`config.mk`:
```
export PLATFORM = sky130hd
export DESIGN_NAME = hazard_ctrl
export DESIGN_NICKNAME = d
export VERILOG_FILES = /design/src/rtl/hazard_ctrl.sv
export SDC_FILE = /design/constraint.sdc
export NUM_CORES = 1
export LEC_CHECK = 0
export BUFFER_PORTS_ARGS = -buffer_cell sky130_fd_sc_hd__buf_2
export CAP_MARGIN = 25
export CORE_MARGIN = 3
export CORE_UTILIZATION = 45
export CTS_CLUSTER_DIAMETER = 120
export DETAILED_ROUTE_END_ITERATION = 10
export HOLD_SLACK_MARGIN = 0.03
export PLACE_DENSITY = 0.68
export RECOVER_POWER = 50
export SYNTH_ARGS = -nofsm -noshare
export SYNTH_HDL_FRONTEND = slang
export SYNTH_SLANG_ARGS = --single-unit
```
`constraint.sdc`:
```
create_clock -name clk -period 2.8 [get_ports clk]
set_input_delay 0.28 -clock clk [delete_from_list [all_inputs] [get_ports clk]]
set_output_delay 0.28 -clock clk [all_outputs]
set_load 0.02 [all_outputs]
```
`src/rtl/hazard_ctrl.sv`:
```
// Stall/flush controller for the 5-stage 16-bit core: resolves load-use, memory wait-state,
// taken-branch and halt-drain hazards, and keeps a stall-cycle counter and memory-timeout flag.
module hazard_ctrl #(
    parameter int MEM_TIMEOUT = 64,
    parameter int CNT_W       = 16
) (
    input  logic             clk,
    input  logic             rst,
    input  logic [3:0]       ID_Rs,
    input  logic [3:0]       ID_Rt,
    input  logic             ID_ReadsRs,
    input  logic             ID_ReadsRt,
    input  logic             ID_BranchTaken,
    input  logic             ID_Halt,
    input  logic             EX_MemtoReg,
    input  logic             EX_RegWrite,
    input  logic [3:0]       EX_Rd,
    input  logic             MEM_MemAccess,
    input  logic             mem_ready,
    input  logic             if_ready,
    output logic             pc_wen,
    output logic             IF_ID_wen,
    output logic             IF_ID_flush,
    output logic             ID_EX_wen,
    output logic             ID_EX_bubble,
    output logic             EX_MEM_wen,
    output logic             MEM_WB_bubble,
    output logic             halted,
    output logic [CNT_W-1:0] stall_cnt,
    output logic             mem_timeout
);

    typedef enum logic [1:0] {
        RUN    = 2'd0,
        DRAIN  = 2'd1,
        HALTED = 2'd2
    } state_t;

    // wait_cnt only has to reach MEM_TIMEOUT-1 before it saturates.
    localparam int              WAIT_W     = (MEM_TIMEOUT > 2) ? $clog2(MEM_TIMEOUT) : 1;
    localparam logic [WAIT_W-1:0] WAIT_LIMIT = (MEM_TIMEOUT > 0) ? WAIT_W'(MEM_TIMEOUT - 1) : '0;
    localparam logic [1:0]      DRAIN_LEN  = 2'd3;

    state_t             state_q, state_d;
    logic [1:0]         drain_cnt_q, drain_cnt_d;
    logic [WAIT_W-1:0]  wait_cnt_q, wait_cnt_d;
    logic [CNT_W-1:0]   stall_cnt_q, stall_cnt_d;
    logic               mem_timeout_q, mem_timeout_d;
    logic               halted_q, halted_d;

    logic load_use;
    logic dstall;
    logic timeout_en;

    logic pc_wen_c, if_id_wen_c, if_id_flush_c, id_ex_wen_c;
    logic id_ex_bubble_c, ex_mem_wen_c, mem_wb_bubble_c;

    assign timeout_en = (MEM_TIMEOUT != 0);

    assign load_use = EX_MemtoReg && EX_RegWrite && (EX_Rd != 4'd0) &&
                      ((ID_ReadsRs && (ID_Rs == EX_Rd)) || (ID_ReadsRt && (ID_Rt == EX_Rd)));

    assign dstall = MEM_MemAccess && !mem_ready;

    always_comb begin
        // NOTE: every signal driven here gets a default first, so no latch is inferred.
        pc_wen_c        = 1'b1;
        if_id_wen_c     = 1'b1;
        if_id_flush_c   = 1'b0;
        id_ex_wen_c     = 1'b1;
        id_ex_bubble_c  = 1'b0;
        ex_mem_wen_c    = 1'b1;
        mem_wb_bubble_c = 1'b0;
        state_d         = state_q;
        drain_cnt_d     = drain_cnt_q;

        unique case (state_q)
            RUN: begin
                if (dstall) begin
                    pc_wen_c        = 1'b0;
                    if_id_wen_c     = 1'b0;
                    id_ex_wen_c     = 1'b0;
                    ex_mem_wen_c    = 1'b0;
                    mem_wb_bubble_c = 1'b1;
                end else if (load_use) begin
                    // Load-use beats a taken branch: the branch re-resolves with the loaded operand.
                    pc_wen_c       = 1'b0;
                    if_id_wen_c    = 1'b0;
                    id_ex_bubble_c = 1'b1;
                end else if (!if_ready && !ID_BranchTaken) begin
                    pc_wen_c      = 1'b0;
                    if_id_flush_c = 1'b1;
                end else if (ID_BranchTaken) begin
                    if_id_flush_c = 1'b1;
                end else if (ID_Halt) begin
                    pc_wen_c      = 1'b0;
                    if_id_flush_c = 1'b1;
                    state_d       = DRAIN;
                    drain_cnt_d   = DRAIN_LEN;
                end
            end
            DRAIN: begin
                pc_wen_c      = 1'b0;
                if_id_flush_c = 1'b1;
                if (dstall) begin
                    if_id_wen_c     = 1'b0;
                    id_ex_wen_c     = 1'b0;
                    ex_mem_wen_c    = 1'b0;
                    mem_wb_bubble_c = 1'b1;
                end else begin
                    drain_cnt_d = drain_cnt_q - 2'd1;
                    if (drain_cnt_q == 2'd1) begin
                        state_d = HALTED;
                    end
                end
            end
            HALTED: begin
                pc_wen_c     = 1'b0;
                if_id_wen_c  = 1'b0;
                id_ex_wen_c  = 1'b0;
                ex_mem_wen_c = 1'b0;
            end
            default: begin
                state_d = RUN;
            end
        endcase
    end

    always_comb begin
        halted_d = (state_d == HALTED);

        wait_cnt_d = '0;
        if (dstall) begin
            wait_cnt_d = (wait_cnt_q == '1) ? wait_cnt_q : wait_cnt_q + 1'b1;
        end

        // The timeout is a sticky flag only; it never changes the stall decisions above.
        mem_timeout_d = mem_timeout_q || (timeout_en && dstall && (wait_cnt_q == WAIT_LIMIT));

        stall_cnt_d = stall_cnt_q;
        if (!pc_wen_c && (state_q != HALTED) && (stall_cnt_q != '1)) begin
            stall_cnt_d = stall_cnt_q + 1'b1;
        end
    end

    always_ff @(posedge clk or posedge rst) begin
        if (rst) begin
            state_q       <= RUN;
            drain_cnt_q   <= '0;
            wait_cnt_q    <= '0;
            stall_cnt_q   <= '0;
            mem_timeout_q <= 1'b0;
            halted_q      <= 1'b0;
        end else begin
            // NOTE: sequential state uses non-blocking assignments only, so every flop samples pre-edge values.
            state_q       <= state_d;
            drain_cnt_q   <= drain_cnt_d;
            wait_cnt_q    <= wait_cnt_d;
            stall_cnt_q   <= stall_cnt_d;
            mem_timeout_q <= mem_timeout_d;
            halted_q      <= halted_d;
        end
    end

    // Reset forces every pipeline control inactive without waiting for a clock edge.
    assign pc_wen        = pc_wen_c        && !rst;
    assign IF_ID_wen     = if_id_wen_c     && !rst;
    assign IF_ID_flush   = if_id_flush_c   && !rst;
    assign ID_EX_wen     = id_ex_wen_c     && !rst;
    assign ID_EX_bubble  = id_ex_bubble_c  && !rst;
    assign EX_MEM_wen    = ex_mem_wen_c    && !rst;
    assign MEM_WB_bubble = mem_wb_bubble_c && !rst;

    assign halted      = halted_q;
    assign stall_cnt   = stall_cnt_q;
    assign mem_timeout = mem_timeout_q;

endmodule

```
==> impl_metrics.prom, run 1 <==
# TYPE chip_impl_metric gauge
chip_impl_metric{name="source_to_sink_clock_delay_at_the_later_pin_of_the_worst_skew_pair",unit="ns"} 0.26
chip_impl_metric{name="port-buffer-count",unit=""} 47
chip_impl_metric{name="totalWireLength",unit="um"} 3490
chip_impl_metric{name="post_drt_via_cell_ratio",unit=""} 5.56
chip_impl_metric{name="power_per_cell_area",unit="nW/um^2"} 716
chip_impl_metric{name="drc_errors",unit=""} 0
chip_impl_metric{name="core-area",unit="um^2"} 3470
chip_impl_metric{name="fin_crit_sh",unit="%"} 79.2
chip_impl_info{name="hp-class",value="in2reg"} 1
chip_impl_metric{name="reg2reg_slack",unit="ns"} 0.83
chip_impl_metric{name="first_global_vias",unit=""} 1319
chip_impl_info{name="crit_path_start_kind",value="flip-flop"} 1
chip_impl_metric{name="final_antenna_net_count",unit=""} 0
chip_impl_metric{name="slew-limit-headroom",unit="%"} -0.678
chip_impl_metric{name="die_height",unit="um"} 67.0
chip_impl_info{name="clockRootBuffer",value="sky130_fd_sc_hd__clkbuf_8"} 1
chip_impl_metric{name="pin_count_of_the_biggest_net_entering_global_routing",unit=""} 29
chip_impl_metric{name="critPathBufInv",unit=""} 2
chip_impl_metric{name="htree_num_levels",unit=""} 1
chip_impl_metric{name="max_cap_violations",unit=""} 1
chip_impl_metric{name="cp.required",unit="ns"} 2.52
chip_impl_info{name="hold_path.startpoint",value="ID_Halt"} 1
chip_impl_metric{name="number_of_antenna_violations_at_the_first_check_in_global_routing",unit=""} 0
chip_impl_metric{name="cts_hold_buffers",unit=""} 0
chip_impl_metric{name="avgSynthCellArea",unit="um^2"} 9.95
chip_impl_info{name="outcome",value="complete, but fails checks"} 1
chip_impl_metric{name="total_power",unit="mW"} 1.41
chip_impl_info{name="r2r-end",value="stall_cnt[6]$_DFFE_PP0P_"} 1
chip_impl_metric{name="worstPathArrival",unit="ns"} 1.94
chip_impl_metric{name="postSynthNetCount",unit=""} 194
chip_impl_metric{name="netlist_area",unit="um^2"} 1670
chip_impl_metric{name="postCtsSetupRepairBufs",unit=""} 0
chip_impl_info{name="r2r_start",value="state_q[1]$_DFF_PP0_"} 1
chip_impl_info{name="cp_top_family",value="flip-flops"} 1
chip_impl_metric{name="worst_slew_pin_slew",unit="ns"} 1.51
chip_impl_metric{name="skew",unit="ns"} 0.00255
chip_impl_metric{name="clk_pin_slew_worst_paths",unit="ns"} 0.09
chip_impl_metric{name="grt_remaining_overflow",unit=""} 0
chip_impl_info{name="failed_checks",value="capacitance limit, slew limit"} 1
chip_impl_metric{name="antenna_cells_inserted",unit=""} 0
chip_impl_metric{name="drt_iter0_drc",unit=""} 99
chip_impl_info{name="unrepaired_setup_endpoints_after_global_routing",value="false"} 1
chip_impl_metric{name="final_period_minus_worst_setup_slack",unit="ns"} 2.22
chip_impl_info{name="synth_flop_cell",value="sky130_fd_sc_hd__dfrtp_1"} 1
chip_impl_metric{name="syn_inst",unit=""} 168
chip_impl_metric{name="fmax",unit="MHz"} 451
chip_impl_metric{name="grt_pass1_wl",unit="um"} 5670
chip_impl_metric{name="yosys_register_bits",unit=""} 28
chip_impl_metric{name="count_of_instances_resized_after_the_clock_tree_is_built",unit=""} 0
chip_impl_info{name="path_class",value="reg2out"} 1
chip_impl_metric{name="cts_num_sinks",unit=""} 28
chip_impl_info{name="cts_tree",value="done"} 1
chip_impl_metric{name="ys.warnings.count",unit=""} 0
chip_impl_metric{name="slew_viol_final",unit=""} 29
chip_impl_metric{name="vias",unit=""} 1446
chip_impl_info{name="top_area_cells_in_the_synthesized_netlist",value="sky130_fd_sc_hd__dfrtp_1, sky130_fd_sc_hd__xor2_1, sky130_fd_sc_hd__nor4_2"} 1
chip_impl_info{name="yosysTopAreaCell",value="sky130_fd_sc_hd__dfrtp_1"} 1
chip_impl_metric{name="finalHoldViolCount",unit=""} 0
chip_impl_metric{name="synth_sequential_area_ratio",unit="%"} 41.9
chip_impl_info{name="slowest_cp_cell",value="sky130_fd_sc_hd__dfrtp_1"} 1
chip_impl_metric{name="synth_enable_flop_cells",unit=""} 0
chip_impl_metric{name="ir_drop",unit="mV"} 0.297
chip_impl_info{name="min_delay_worst_endpoint",value="state_q[0]$_DFF_PP0_"} 1
chip_impl_metric{name="max_stage_delay",unit="ns"} 0.74
chip_impl_metric{name="yosys.area.top_type_share",unit="%"} 41.9
chip_impl_metric{name="top_level_ports",unit=""} 48
chip_impl_info{name="timing.critical_path.cells",value="clkinv_1, mux2i_1, nor2_1, buf_2"} 1
chip_impl_metric{name="dp_hpwl",unit="um"} 2690
chip_impl_metric{name="hold-path-cell-count",unit=""} 3
chip_impl_metric{name="asyncSetResetFlopFracSynth",unit="%"} 100
chip_impl_metric{name="avgRoutedWirePerCell",unit="um"} 13.4
chip_impl_metric{name="initial_utilization",unit="%"} 48.2
chip_impl_metric{name="number_of_cell_instances_on_the_worst_register_to_register_path",unit=""} 4
chip_impl_metric{name="power_leakage",unit="nW"} 0.858
chip_impl_metric{name="dieArea",unit="um^2"} 4480
chip_impl_metric{name="setup_violations",unit=""} 0
chip_impl_metric{name="std_cell_rows",unit=""} 21
chip_impl_metric{name="final_layout_size_suffix_gt1_share",unit="%"} 25.2
chip_impl_metric{name="ys_types",unit=""} 40
chip_impl_metric{name="cts.path.max_buffers",unit=""} 2
chip_impl_metric{name="setup_total_negative_slack",unit="ns"} 0
chip_impl_metric{name="fillers",unit=""} 331
chip_impl_info{name="setup.worst_path.end_class",value="output pin"} 1
chip_impl_metric{name="areaGrowthSynthToFinish",unit="%"} 17.7
chip_impl_metric{name="largest_fanout_on_the_critical_path",unit=""} 16
chip_impl_metric{name="grt_use_total",unit="%"} 16.2
chip_impl_metric{name="cts_made_buffers",unit=""} 3
chip_impl_metric{name="nNetsFinal",unit=""} 242
chip_impl_info{name="critPathLaunch",value="state_q[1]$_DFF_PP0_"} 1
chip_impl_metric{name="drtPass1Iterations",unit=""} 4
chip_impl_metric{name="gp_routability_congestion",unit=""} 0.869
chip_impl_metric{name="floorplan.die.width",unit="um"} 67.0
[power breakdown]
group,switching (mW),internal (mW),leakage [nW],total [mW]
clock network,0.113,0.0963,0.0216,0.209
logic,0.333,0.222,0.489,0.555
registers,0.143,0.500,0.348,0.644
[cell families after synthesis]
family                     share of synthesized area, %
buffers and inverters                              2.92
and+or+nand+nor                                    30.8
DFF                                                41.9
AOI/OAI and AO/OA                                  7.34
muxes                                              2.77
xor gates and xnor gates                           12.1
adders and majority gates                          2.25
[per-stage QoR]
step	instances	utilization, %	setup slack, ns	hold slack (ns)	cell area [um^2]
after floorplan	168	-	0.724	0.351	1670
after global placement	257	56.1	0.756	0.418	1950
after detailed placement	257	56.1	0.670	0.427	1950
after CTS	260	57.3	0.565	0.129	1990
after global routing	260	56.7	0.404	0.320	1970
final	260	56.7	0.582	0.298	1970
[worst max path at each step]
stage / slack, ns / cells after the start / to
global route: 0.40 / 4 / pc_wen
detailed placement: 0.67 / 8 / stall_cnt[1]$_DFFE_PP0P_
finish: 0.58 / 4 / pc_wen
global placement: 0.76 / 8 / stall_cnt[1]$_DFFE_PP0P_
CTS: 0.56 / 4 / pc_wen
floorplan: 0.72 / 4 / ID_EX_wen
[worst min-delay path: stages]
cell	delay [ns]
sky130_fd_sc_hd__buf_2	0.12
sky130_fd_sc_hd__nand4_1	0.07
sky130_fd_sc_hd__a21oi_1	0.06
[registers in the layout (all words and copies together) (netlist names)]
signal	flops
stall_cnt	16
wait_cnt_q	6
drain_cnt_q	2
state_q	2
halted	1
mem_timeout	1
[layer usage]
metal	up-vias	track usage, %	share of wire [%]	wire, um
met3	8	2.36	7.0	243
li1	706	-	-	-
met5	-	0	0	0
met2	62	27.2	46	1620
met4	0	5.32	1.5	52
met1	670	21.3	45	1570
[cell usage in the layout, fill, tap and decap left out, drive strengths merged]
cell type  count
a211o          1
a21oi          4
a31oi          5
and3           3
and4           5
buf           35
clkbuf        17
clkinv         1
dfrtp         28
ha             3
inv            3
mux2           2
mux2i          2
nand2         11
nand2b         2
nand3         13
nand4          5
nor2          13
nor2b          3
nor3           7
nor3b          3
nor4          11
nor4b          2
o21ai          6
o21bai         1
o22ai          1
o31ai          2
or3            2
xnor2          4
xor2          19
[cell type report]
cell class | count | area [um^2] | share of cell area [%]
tap | 46 | 57.6 | 2.93
timing repair buffer | 49 | 230 | 11.7
sequential | 28 | 701 | 35.6
clock buffer | 3 | 41.3 | 2.10
inverter | 4 | 15.0 | 0.763
multi-input combinational | 130 | 922 | 46.9
[Yosys cell counts, types with 4 or more instances]
| cell type | count |
|---|---|
| sky130_fd_sc_hd__clkbuf_1 | 4 |
| sky130_fd_sc_hd__dfrtp_1 | 28 |
| sky130_fd_sc_hd__nand4_1 | 5 |
| sky130_fd_sc_hd__a31oi_1 | 5 |
| sky130_fd_sc_hd__nand2_1 | 11 |
| sky130_fd_sc_hd__xnor2_1 | 4 |
| sky130_fd_sc_hd__nor4_1 | 5 |
| sky130_fd_sc_hd__xor2_1 | 19 |
| sky130_fd_sc_hd__nor2_1 | 12 |
| sky130_fd_sc_hd__o21ai_0 | 5 |
| sky130_fd_sc_hd__nand3_1 | 13 |
| sky130_fd_sc_hd__nor3_1 | 4 |
| sky130_fd_sc_hd__a21oi_1 | 4 |
| sky130_fd_sc_hd__nor4_2 | 6 |
Note: power is estimated with default switching activity, not from simulation.
==> run 2, diff against run 1 <==
Clock period 2.8 ns to 2.1 ns, I/O delays scaled along.
==> run 2 against run 1 <==
  * The flow now finishes without violations
  * Clock power up 98%
  * Cell area is 3.4% higher
  * Routed wire length up 2.6%
  * Sequential cell count is the same
  * Critical path depth is 4 higher
  * Via count grew 0.14%
  * Non-clock buffer count rose by 5
  * Cell count grew 2.3%
  * Die area did not move
  * Clock skew rose by 0.0020 ns
  * Critical path type is now in2out
  * Critical endpoint is now IF_ID_flush
  * Highest routed layer unchanged
==> impl_metrics.prom, run 2 (same netlist as run 1, synthesis figures left out) <==
# TYPE chip_impl_metric gauge
chip_impl_info{name="endpoint",value="IF_ID_flush"} 1
chip_impl_metric{name="grt_use_total",unit="%"} 17.8
chip_impl_metric{name="wl_met3",unit="um"} 210
chip_impl_metric{name="setup_total_negative_slack",unit="ns"} 0
chip_impl_metric{name="sequential_cell_area",unit="um^2"} 701
chip_impl_info{name="path_class",value="in2out"} 1
chip_impl_metric{name="drc_errors",unit=""} 0
chip_impl_metric{name="antenna_cells_inserted",unit=""} 0
chip_impl_info{name="clockRootBuffer",value="sky130_fd_sc_hd__clkbuf_8"} 1
chip_impl_metric{name="final_layout_size_suffix_gt1_share",unit="%"} 27.3
chip_impl_metric{name="finalCoreUtilization",unit="%"} 58.7
chip_impl_metric{name="initial_utilization",unit="%"} 48.2
chip_impl_metric{name="slew-limit-headroom",unit="%"} 0.852
chip_impl_info{name="crit_path_start_kind",value="primary input"} 1
chip_impl_metric{name="multi_input_area",unit="um^2"} 922
chip_impl_info{name="most-common-layout-cells",value="sky130_fd_sc_hd__buf_2, sky130_fd_sc_hd__dfrtp_1, sky130_fd_sc_hd__xor2_1, sky130_fd_sc_hd__clkbuf_1, sky130_fd_sc_hd__nand3_1"} 1
chip_impl_metric{name="skew",unit="ns"} 0.00453
chip_impl_metric{name="flip_flop_count_of_the_largest_register_all_copies_and_words_added",unit=""} 16
chip_impl_metric{name="worstPathArrival",unit="ns"} 1.69
chip_impl_metric{name="areaGrowthSynthToFinish",unit="%"} 21.7
chip_impl_metric{name="max_stage_delay",unit="ns"} 0.33
chip_impl_metric{name="setup_violations",unit=""} 0
chip_impl_info{name="timing.critical_path.cells",value="buf_2, nor4_1, nor2_1, and4_4, nor2_1, a31oi_1, nor3_1, buf_2"} 1
chip_impl_metric{name="htree_num_levels",unit=""} 1
chip_impl_metric{name="dieArea",unit="um^2"} 4480
chip_impl_metric{name="power_per_cell_area",unit="nW/um^2"} 1010
chip_impl_metric{name="grt_pass1_wl",unit="um"} 6130
chip_impl_metric{name="port-buffer-count",unit=""} 47
chip_impl_info{name="slowest_cp_cell",value="sky130_fd_sc_hd__nor4_1"} 1
chip_impl_metric{name="fmax",unit="MHz"} 526
chip_impl_metric{name="drtPass1Iterations",unit=""} 4
chip_impl_metric{name="die_height",unit="um"} 67.0
chip_impl_metric{name="slew_viol_final",unit=""} 0
chip_impl_info{name="layout_commonest_cell",value="sky130_fd_sc_hd__buf_2"} 1
chip_impl_info{name="setup.worst_path.end_class",value="output pin"} 1
chip_impl_metric{name="source_to_sink_clock_delay_at_the_later_pin_of_the_worst_skew_pair",unit="ns"} 0.27
chip_impl_metric{name="cell_count_along_the_critical_path",unit=""} 8
chip_impl_metric{name="core-area",unit="um^2"} 3470
chip_impl_metric{name="cp.required",unit="ns"} 1.89
chip_impl_metric{name="count_of_instances_resized_after_the_clock_tree_is_built",unit=""} 0
chip_impl_metric{name="nNetsFinal",unit=""} 247
chip_impl_metric{name="dp_hpwl",unit="um"} 2780
chip_impl_metric{name="holdWs",unit="ns"} 0.215
chip_impl_info{name="hp-class",value="in2reg"} 1
chip_impl_info{name="cts_tree",value="done"} 1
chip_impl_metric{name="first_global_vias",unit=""} 1476
chip_impl_info{name="routed.top_layer",value="met4"} 1
chip_impl_metric{name="power_leakage",unit="nW"} 0.898
chip_impl_info{name="critPathLaunch",value="EX_Rd[0]"} 1
chip_impl_metric{name="finalHoldViolCount",unit=""} 0
chip_impl_info{name="unrepaired_setup_endpoints_after_global_routing",value="false"} 1
chip_impl_metric{name="final_period_minus_worst_setup_slack",unit="ns"} 1.90
chip_impl_metric{name="number_of_antenna_violations_at_the_first_check_in_global_routing",unit=""} 0
chip_impl_metric{name="top_level_ports",unit=""} 48
chip_impl_info{name="outcome",value="finished, final reports clean"} 1
chip_impl_metric{name="placedCellCount",unit=""} 262
chip_impl_metric{name="fin_crit_sh",unit="%"} 90.5
chip_impl_metric{name="totalWireLength",unit="um"} 3580
chip_impl_metric{name="std_cell_rows",unit=""} 21
chip_impl_metric{name="post_layout_nonfiller_instances",unit=""} 266
chip_impl_metric{name="grt_remaining_overflow",unit=""} 0
chip_impl_metric{name="gp_routability_congestion",unit=""} 0.843
chip_impl_metric{name="final_design_area_no_fill",unit="um^2"} 2030
chip_impl_metric{name="vias",unit=""} 1448
chip_impl_metric{name="clk_pin_slew_worst_paths",unit="ns"} 0.09
chip_impl_metric{name="cts_num_sinks",unit=""} 28
chip_impl_metric{name="largest_fanout_on_the_critical_path",unit=""} 5
chip_impl_metric{name="postCtsSetupRepairBufs",unit=""} 0
chip_impl_metric{name="placedInstanceArea",unit="um^2"} 1980
chip_impl_metric{name="final_antenna_net_count",unit=""} 0
chip_impl_metric{name="fillers",unit=""} 327
chip_impl_info{name="r2r_start",value="stall_cnt[2]$_DFFE_PP0P_"} 1
chip_impl_metric{name="max_cap_violations",unit=""} 0
chip_impl_metric{name="worst_slew_pin_slew",unit="ns"} 1.49
chip_impl_metric{name="wire_length_on_met1",unit="um"} 1570
chip_impl_metric{name="reg2reg_slack",unit="ns"} 0.27
chip_impl_metric{name="cts_made_buffers",unit=""} 3
chip_impl_metric{name="pin_count_of_the_biggest_net_entering_global_routing",unit=""} 29
chip_impl_metric{name="avgRoutedWirePerCell",unit="um"} 13.5
chip_impl_metric{name="ir_drop",unit="mV"} 0.382
chip_impl_metric{name="number_of_cell_instances_on_the_worst_register_to_register_path",unit=""} 5
chip_impl_info{name="r2r-end",value="stall_cnt[13]$_DFFE_PP0P_"} 1
chip_impl_metric{name="floorplan.die.width",unit="um"} 67.0
chip_impl_metric{name="critPathBufInv",unit=""} 2
chip_impl_metric{name="cts_hold_buffers",unit=""} 0
chip_impl_metric{name="post_drt_via_cell_ratio",unit=""} 5.44
chip_impl_info{name="cp_top_family",value="simple AND/OR/NAND/NOR gates"} 1
chip_impl_metric{name="detailroute.wirelength.met2",unit="um"} 1740
chip_impl_metric{name="cts.path.max_buffers",unit=""} 2
chip_impl_metric{name="drt_iter0_drc",unit=""} 58
[run 2: routing by layer]
metal  track usage (%)  vias to the layer above
met3              2.70                        7
met2              31.1                       65
met1              21.0                      663
met5                 0                        -
li1                  -                      713
met4              8.61                        0
[run 2: final cells by class]
type	instances	area share (%)
multi-input combinational	130	45.3
clock buffer	3	2.03
sequential	28	34.4
inverter	4	0.738
clock inverter	1	1.48
tap	46	2.83
timing repair buffer	54	13.2
[run 2: through the flow]
step	setup slack, ns	power, mW
2_1_floorplan	0.128	1.39
3_3_place_gp	0.317	1.63
3_5_place_dp	0.187	1.66
4_1_cts	0.180	2.09
5_1_grt	0.0439	2.21
6_report	0.200	2.05
[run 2: how the worst min path moves through the flow]
stage,end,from,slack [ns],cells past startpoint
after global placement,drain_cnt_q[0]$_DFFE_PP0P_,rst,0.34,3
after global routing,state_q[0]$_DFF_PP0_,ID_Halt,0.20,3
after CTS,drain_cnt_q[0]$_DFFE_PP0P_,rst,0.05,3
final,state_q[0]$_DFF_PP0_,ID_Halt,0.21,3
after detailed placement,mem_timeout$_DFF_PP0_,rst,0.36,3
after floorplan,drain_cnt_q[0]$_DFFE_PP0P_,rst,0.28,1
[run 2: power breakdown]
part	total, mW	switching (mW)	leakage (nW)	internal (mW)
clock network	0.414	0.159	0.0357	0.255
logic	0.819	0.492	0.514	0.327
registers	0.817	0.149	0.348	0.668
total	2.05	0.801	0.898	1.25
[run 2: worst min-delay path: cells and delay by family]
family,cells,cell delay [ns]
buf+inv,1,0.12
simple gates,1,0.07
compound gates,1,0.05
